<file path="src/rtl/regfile_dump_monitor.sv">
// End-of-program monitor: detects CPU halt (stable PC) or a cycle-budget timeout, then
// streams the final PC and every register over valid/ready. Optional macro: DUMP_SKIP_ZERO_EN.
module regfile_dump_monitor #(
  parameter int DATA_W        = 32,
  parameter int NREGS         = 32,
  parameter int ADDR_W        = 5,
  parameter int PC_W          = 32,
  parameter int STABLE_CYCLES = 4,
  parameter int MAX_CYCLES    = 8192
) (
  input  logic              clk,
  input  logic              reset,
  input  logic              start,
  input  logic [PC_W-1:0]   pc,
  output logic [ADDR_W-1:0] rf_raddr,
  input  logic [DATA_W-1:0] rf_rdata,
  output logic              out_valid,
  input  logic              out_ready,
  output logic              out_kind,
  output logic [ADDR_W-1:0] out_idx,
  output logic [DATA_W-1:0] out_data,
  output logic              out_last,
  output logic              busy,
  output logic              done,
  output logic              timed_out
);

  localparam int CYC_W = $clog2(MAX_CYCLES + 1);
  localparam int STB_W = $clog2(STABLE_CYCLES);
  localparam logic [CYC_W-1:0]  CYC_LAST = CYC_W'(MAX_CYCLES - 1);
  localparam logic [STB_W-1:0]  STB_HALT = STB_W'(STABLE_CYCLES - 2);
  localparam logic [ADDR_W-1:0] IDX_LAST = ADDR_W'(NREGS - 1);

  typedef enum logic [2:0] {
    S_IDLE, S_WATCH, S_DUMP_PC, S_FETCH, S_HOLD, S_DONE
  } state_t;

  state_t              state_reg, state_next;
  logic [PC_W-1:0]     pc_q_reg;
  logic [STB_W-1:0]    stable_cnt_reg;
  logic [CYC_W-1:0]    cyc_cnt_reg;
  logic [ADDR_W-1:0]   idx_reg;
  logic [DATA_W-1:0]   data_reg;
  logic [DATA_W-1:0]   final_pc_reg;
  logic                timed_out_reg;

  logic pc_same, halt_hit, timeout_hit, handshake, idx_last, skip_word;
  logic [DATA_W-1:0] pc_word;

  assign pc_same     = (pc == pc_q_reg);
  assign halt_hit    = pc_same && (stable_cnt_reg == STB_HALT);
  assign timeout_hit = (cyc_cnt_reg == CYC_LAST);
  assign handshake   = out_valid && out_ready;
  assign idx_last    = (idx_reg == IDX_LAST);
  assign pc_word     = DATA_W'(pc);

`ifdef DUMP_SKIP_ZERO_EN
  // The last register is always shown so out_last appears exactly once.
  assign skip_word = (rf_rdata == '0) && !idx_last;
`else
  assign skip_word = 1'b0;
`endif

  always_ff @(posedge clk) begin
    if (reset) state_reg <= S_IDLE;
    else       state_reg <= state_next;
  end

  always_comb begin
    state_next = state_reg;
    case (state_reg)
      S_IDLE:    if (start) state_next = S_WATCH;
      S_WATCH:   if (halt_hit || timeout_hit) state_next = S_DUMP_PC;
      S_DUMP_PC: if (handshake) state_next = S_FETCH;
      S_FETCH:   state_next = skip_word ? S_FETCH : S_HOLD;
      S_HOLD:    if (handshake) state_next = idx_last ? S_DONE : S_FETCH;
      S_DONE:    if (start) state_next = S_WATCH;
      default:   state_next = S_IDLE;
    endcase
  end

  always_ff @(posedge clk) begin
    if (reset) begin
      pc_q_reg       <= '0;
      stable_cnt_reg <= '0;
      cyc_cnt_reg    <= '0;
      idx_reg        <= '0;
      data_reg       <= '0;
      final_pc_reg   <= '0;
      timed_out_reg  <= 1'b0;
    end else begin
      case (state_reg)
        S_IDLE, S_DONE: begin
          if (start) begin
            pc_q_reg       <= pc;
            stable_cnt_reg <= '0;
            cyc_cnt_reg    <= '0;
            timed_out_reg  <= 1'b0;
          end
        end
        S_WATCH: begin
          pc_q_reg       <= pc;
          cyc_cnt_reg    <= cyc_cnt_reg + CYC_W'(1);
          stable_cnt_reg <= pc_same ? stable_cnt_reg + STB_W'(1) : '0;
          // Halt takes priority when both conditions land on the same cycle.
          if (halt_hit || timeout_hit) begin
            final_pc_reg  <= pc_word;
            timed_out_reg <= !halt_hit;
          end
        end
        S_DUMP_PC: if (handshake) idx_reg <= '0;
        S_FETCH: begin
          data_reg <= rf_rdata;
          if (skip_word) idx_reg <= idx_reg + ADDR_W'(1);
        end
        S_HOLD: begin
          // Return the read address to 0 once the dump finishes.
          if (handshake) idx_reg <= idx_last ? '0 : idx_reg + ADDR_W'(1);
        end
        default: ;
      endcase
    end
  end

  assign rf_raddr  = idx_reg;
  assign timed_out = timed_out_reg;

  always_comb begin
    out_valid = 1'b0;
    out_kind  = 1'b0;
    out_idx   = '0;
    out_data  = '0;
    out_last  = 1'b0;
    busy      = 1'b0;
    done      = 1'b0;
    case (state_reg)
      S_WATCH: busy = 1'b1;
      S_DUMP_PC: begin
        busy      = 1'b1;
        out_valid = 1'b1;
        out_data  = final_pc_reg;
      end
      S_FETCH: busy = 1'b1;
      S_HOLD: begin
        busy      = 1'b1;
        out_valid = 1'b1;
        out_kind  = 1'b1;
        out_idx   = idx_reg;
        out_data  = data_reg;
        out_last  = idx_last;
      end
      S_DONE:  done = 1'b1;
      default: ;
    endcase
  end

endmodule

</file>
<file path="config.mk">
export PLATFORM = sky130hd
export DESIGN_NAME = regfile_dump_monitor
export DESIGN_NICKNAME = d
export VERILOG_FILES = /design/src/rtl/regfile_dump_monitor.sv
export SDC_FILE = /design/constraint.sdc
export NUM_CORES = 1
export LEC_CHECK = 0
export BUFFER_PORTS_ARGS = -buffer_cell sky130_fd_sc_hd__buf_2
export CAP_MARGIN = 15
export CORE_MARGIN = 3
export CORE_UTILIZATION = 56
export DETAILED_ROUTE_END_ITERATION = 6
export PLACE_DENSITY_LB_ADDON = 0.12
export SYNTH_ARGS = -nofsm -noshare
export SYNTH_HDL_FRONTEND = slang
export SYNTH_SLANG_ARGS = --single-unit
</file>
<file path="constraint.sdc">
create_clock -name clk -period 2.4 [get_ports clk]
set_clock_uncertainty 0.2 [all_clocks]
set_input_delay 0 -clock clk [delete_from_list [all_inputs] [get_ports clk]]
set_output_delay 0 -clock clk [all_outputs]
set_load 0.03 [all_outputs]
</file>
==> summary.txt <==
Routing
  – Vias/cell: 6.012
  – Vias: ~6600
  – Post-DRT Antenna Nets: 0
  – Final Routed Wirelength: 19170 um
  – 1st-iter DRT viols: 692
  – Avg WL per Cell: 17.45 um
  – Metal1 wirelength: 8440 um
  – Met3 WL: approximately 1600 um
  – Met2 wire length: 8862 um
  – Initial DRT Pass Iterations: 5
  – Residual DRC: 0
  – Highest routed layer: met4

Power
  – Pleak: 3.336 nW
  – Clock power frac: 0.332
  – VDD IR-drop max: 0.0006778 V
  – Sw power: between 2 and 2.5 mW
  – P per Cell Area: 843.7 nW/um2
  – Flop pwr share: 0.370
  – Internal cell power: 4.648 mW
  – Combinational power share: 0.298
  – Switching Share: 0.3375

Logic synthesis
  – Asr flop ratio synth: 0
  – Number of synthesized register bits: 121
  – Synth Net Count: 865
  – Seq/Total Area, Yosys: 0.3818
  – Yosys cell types: 52
  – Gate Count Post-Synth: 793
  – Main synth FF type: dfxtp_1
  – Leading area contributor after synthesis: dfxtp_1
  – Cell area after synthesis: ~6300 um2
  – Number of synthesized flops with an enable pin: 0
  – Avg Cell Area, Syn: 8.001 um2
  – Yosys warning count: 0
  – Share of the synthesized area in the top cell type: 0.3818
  – Ranking of synthesized cells by area: dfxtp_1, nand2_1, a21oi_1

Die
  – # IOs: 116
  – Initial core utilization: 0.5802
  – Die ar.: 12640 um2
  – Core Region: 10940 um2
  – # rows: 38
  – Die height: 112.4 um
  – Die W: 112.4 um

Timing
  – Hold Fails Final Rpt: 0
  – Fmax: 0.4453 GHz
  – Worst-Margin Slew: 0.7881 ns
  – Tcrit/Tclk final: 0.9358
  – Setup TNS: 0 ns
  – RSZ-0062 raised after global routing: false
  – Post-layout min period: around 2.2 ns
  – Slew HR: 0.4746
  – Max Slew Vio Count: 0
  – Endpoints failing setup: 0

Global routing
  – Largest net degree at the start of global routing: 84
  – First-pass GRT wire length: 30770 um
  – Initial antenna violation count: 0
  – Total grt overflow: 0
  – Vias in the first global route: 6100
  – Tot GR Track Use: 0.3018

Final layout
  – Final Net Count: 1018
  – Most common cell after layout, fill and taps aside: nand2_1
  – Synthesis-to-layout area growth: 31.06%
  – Most frequent cells in the layout: nand2_1, dfxtp_1, buf_2
  – Layout cells sized above 1: 0.1846
  – Finished Core Util: 0.7604
  – Diodes inserted: 0

Setup path
  – Critical path peak fanout: 37
  – Critical-path cell list: buf_4, nor3b_2, buf_4, a22o_1, buf_2
  – Critical-path top delay cell: buf_4
  – Largest stage delay, worst path: 0.40 ns
  – Top Family by Delay on Critical Path: buffers and inverters
  – Most frequent CP cell: buf_4
  – Crit path required time: ~2.2 ns
  – Critical Path End Type: primary output
  – Startpoint Class: flop
  – Buffers & Inverters on Critical Path: 3
  – WS Path Type: flop to primary output
  – Worst path arrival time: between 2 and 2.5 ns

Place
  – DP HPWL: 11660 um
  – GPL Wtd Cong: 0.8451
  – IO Port Bufs: 115

Min path
  – HP Class: primary input to flop

Clocking
  – CTS Root Cell: clkbuf_16
  – # clock sinks: 121
  – CTS buffer count: 17
  – Clock tree buffer depth: 2
  – Clock latency on the worst-skew pair: 0.42 ns
  – CTS H-tree depth: 4
  – Clock-pin transition on the worst setup and hold timing paths: 0.05 ns
  – Setup bufs post-CTS: 0
  – CTS tree: yes

Outcome
  – Outcome: completed

Run
  – Maxcap violations: 0
==> cells in the mapped netlist, types with 2 or more instances <==
cell type and n:
a2111o_1 32, a21oi_1 76, a22o_1 32, a22oi_1 2, a311oi_1 2, a31oi_1 3
a32oi_1 35, and2_1 8, and3_1 5, buf_1 3, buf_2 6, buf_4 6
clkbuf_1 59, dfxtp_1 121, ha_1 4, inv_1 38, mux2_1 2, nand2_1 144
nand3_1 40, nand3b_1 4, nand4_1 41, nor2_1 20, nor2b_1 34, nor3b_1 3
nor4_1 2, nor4b_1 2, o211ai_1 3, o21ai_0 7, or3_1 3, xnor2_1 26
xor2_1 9
==> through the flow <==
step / setup slack (ns) / instance area, um2 / hold slack (ns) / power, mW / cells
detailed placement: 0.2099 / 7088 / 0.04981 / 4.579 / 999
CTS: 0.1014 / 8312 / 0.1626 / 6.998 / 1099
global route: 0.03886 / 8315 / 0.1727 / 7.393 / 1099
floorplan: 0.3726 / 6345 / -0.06404 / 3.967 / 793
global placement: 0.2902 / 7088 / 0.04211 / 4.506 / 999
finish: 0.1541 / 8315 / 0.1803 / 7.016 / 1099
==> metal layers <==
metal / GRT usage / vias to the layer above
met3: 0.07763 / 29
met5: 0 / -
met2: 0.4776 / 314
li1: - / 3176
met4: 0.1042 / 0
met1: 0.4020 / 3088
==> cells by family after synthesis <==
| family | after synthesis | synth area share |
|---|---|---|
| flops | 121 | 0.3818 |
| fa+ha+maj | 4 | 0.007888 |
| simple gates | 316 | 0.2463 |
| mux | 4 | 0.006902 |
| compound gates | 200 | 0.2372 |
| buf+inv | 113 | 0.07158 |
| xor+xnor | 35 | 0.04831 |
==> worst paths after layout <==
check | startpoint | end | slack (ns) | cells after the start
worst min-delay path | rf_rdata[30] | data_reg[30] | 0.18 | 4
worst max register to register | pc_q_reg[13] | final_pc_reg[14] | 0.16 | 6
worst min register to register | data_reg[28] | data_reg[28] | 0.25 | 2
worst max-delay path | state_reg[2] | out_data[2] | 0.15 | 5
==> layout make-up <==
cell class | instances | area (um2)
fillers | 773 | 2620
clock inverters | 1 | 5.005
inverters | 39 | 146.4
clock buffers | 31 | 538.0
flip-flops and latches | 121 | 2422
well taps | 140 | 175.2
multi-input cells | 559 | 3503
repair buffers | 208 | 1525
==> power by group through the flow <==
stage	logic, mW	clock network (mW)	registers, mW
CTS	2.06	2.36	2.59
global placement	1.91	0	2.60
detailed placement	1.95	0	2.62
global route	2.30	2.47	2.63
finish	2.09	2.33	2.60
floorplan	1.40	0	2.56
==> what timing repair did <==
item	CTS	global route
gates resized for setup	0	1
hold buffers	68	0
hold endpoints to repair	118	0
setup endpoints to repair	0	1
==> worst register-to-register path: stages, from the launching register on <==
cell     delay (ns)
dfxtp_1        0.32
xor2_1         0.16
nor4_1         0.60
a32oi_2        0.26
buf_12         0.22
a32oi_1        0.26
nand3_1        0.10
No activity file was read; power rests on OpenSTA's default activity.
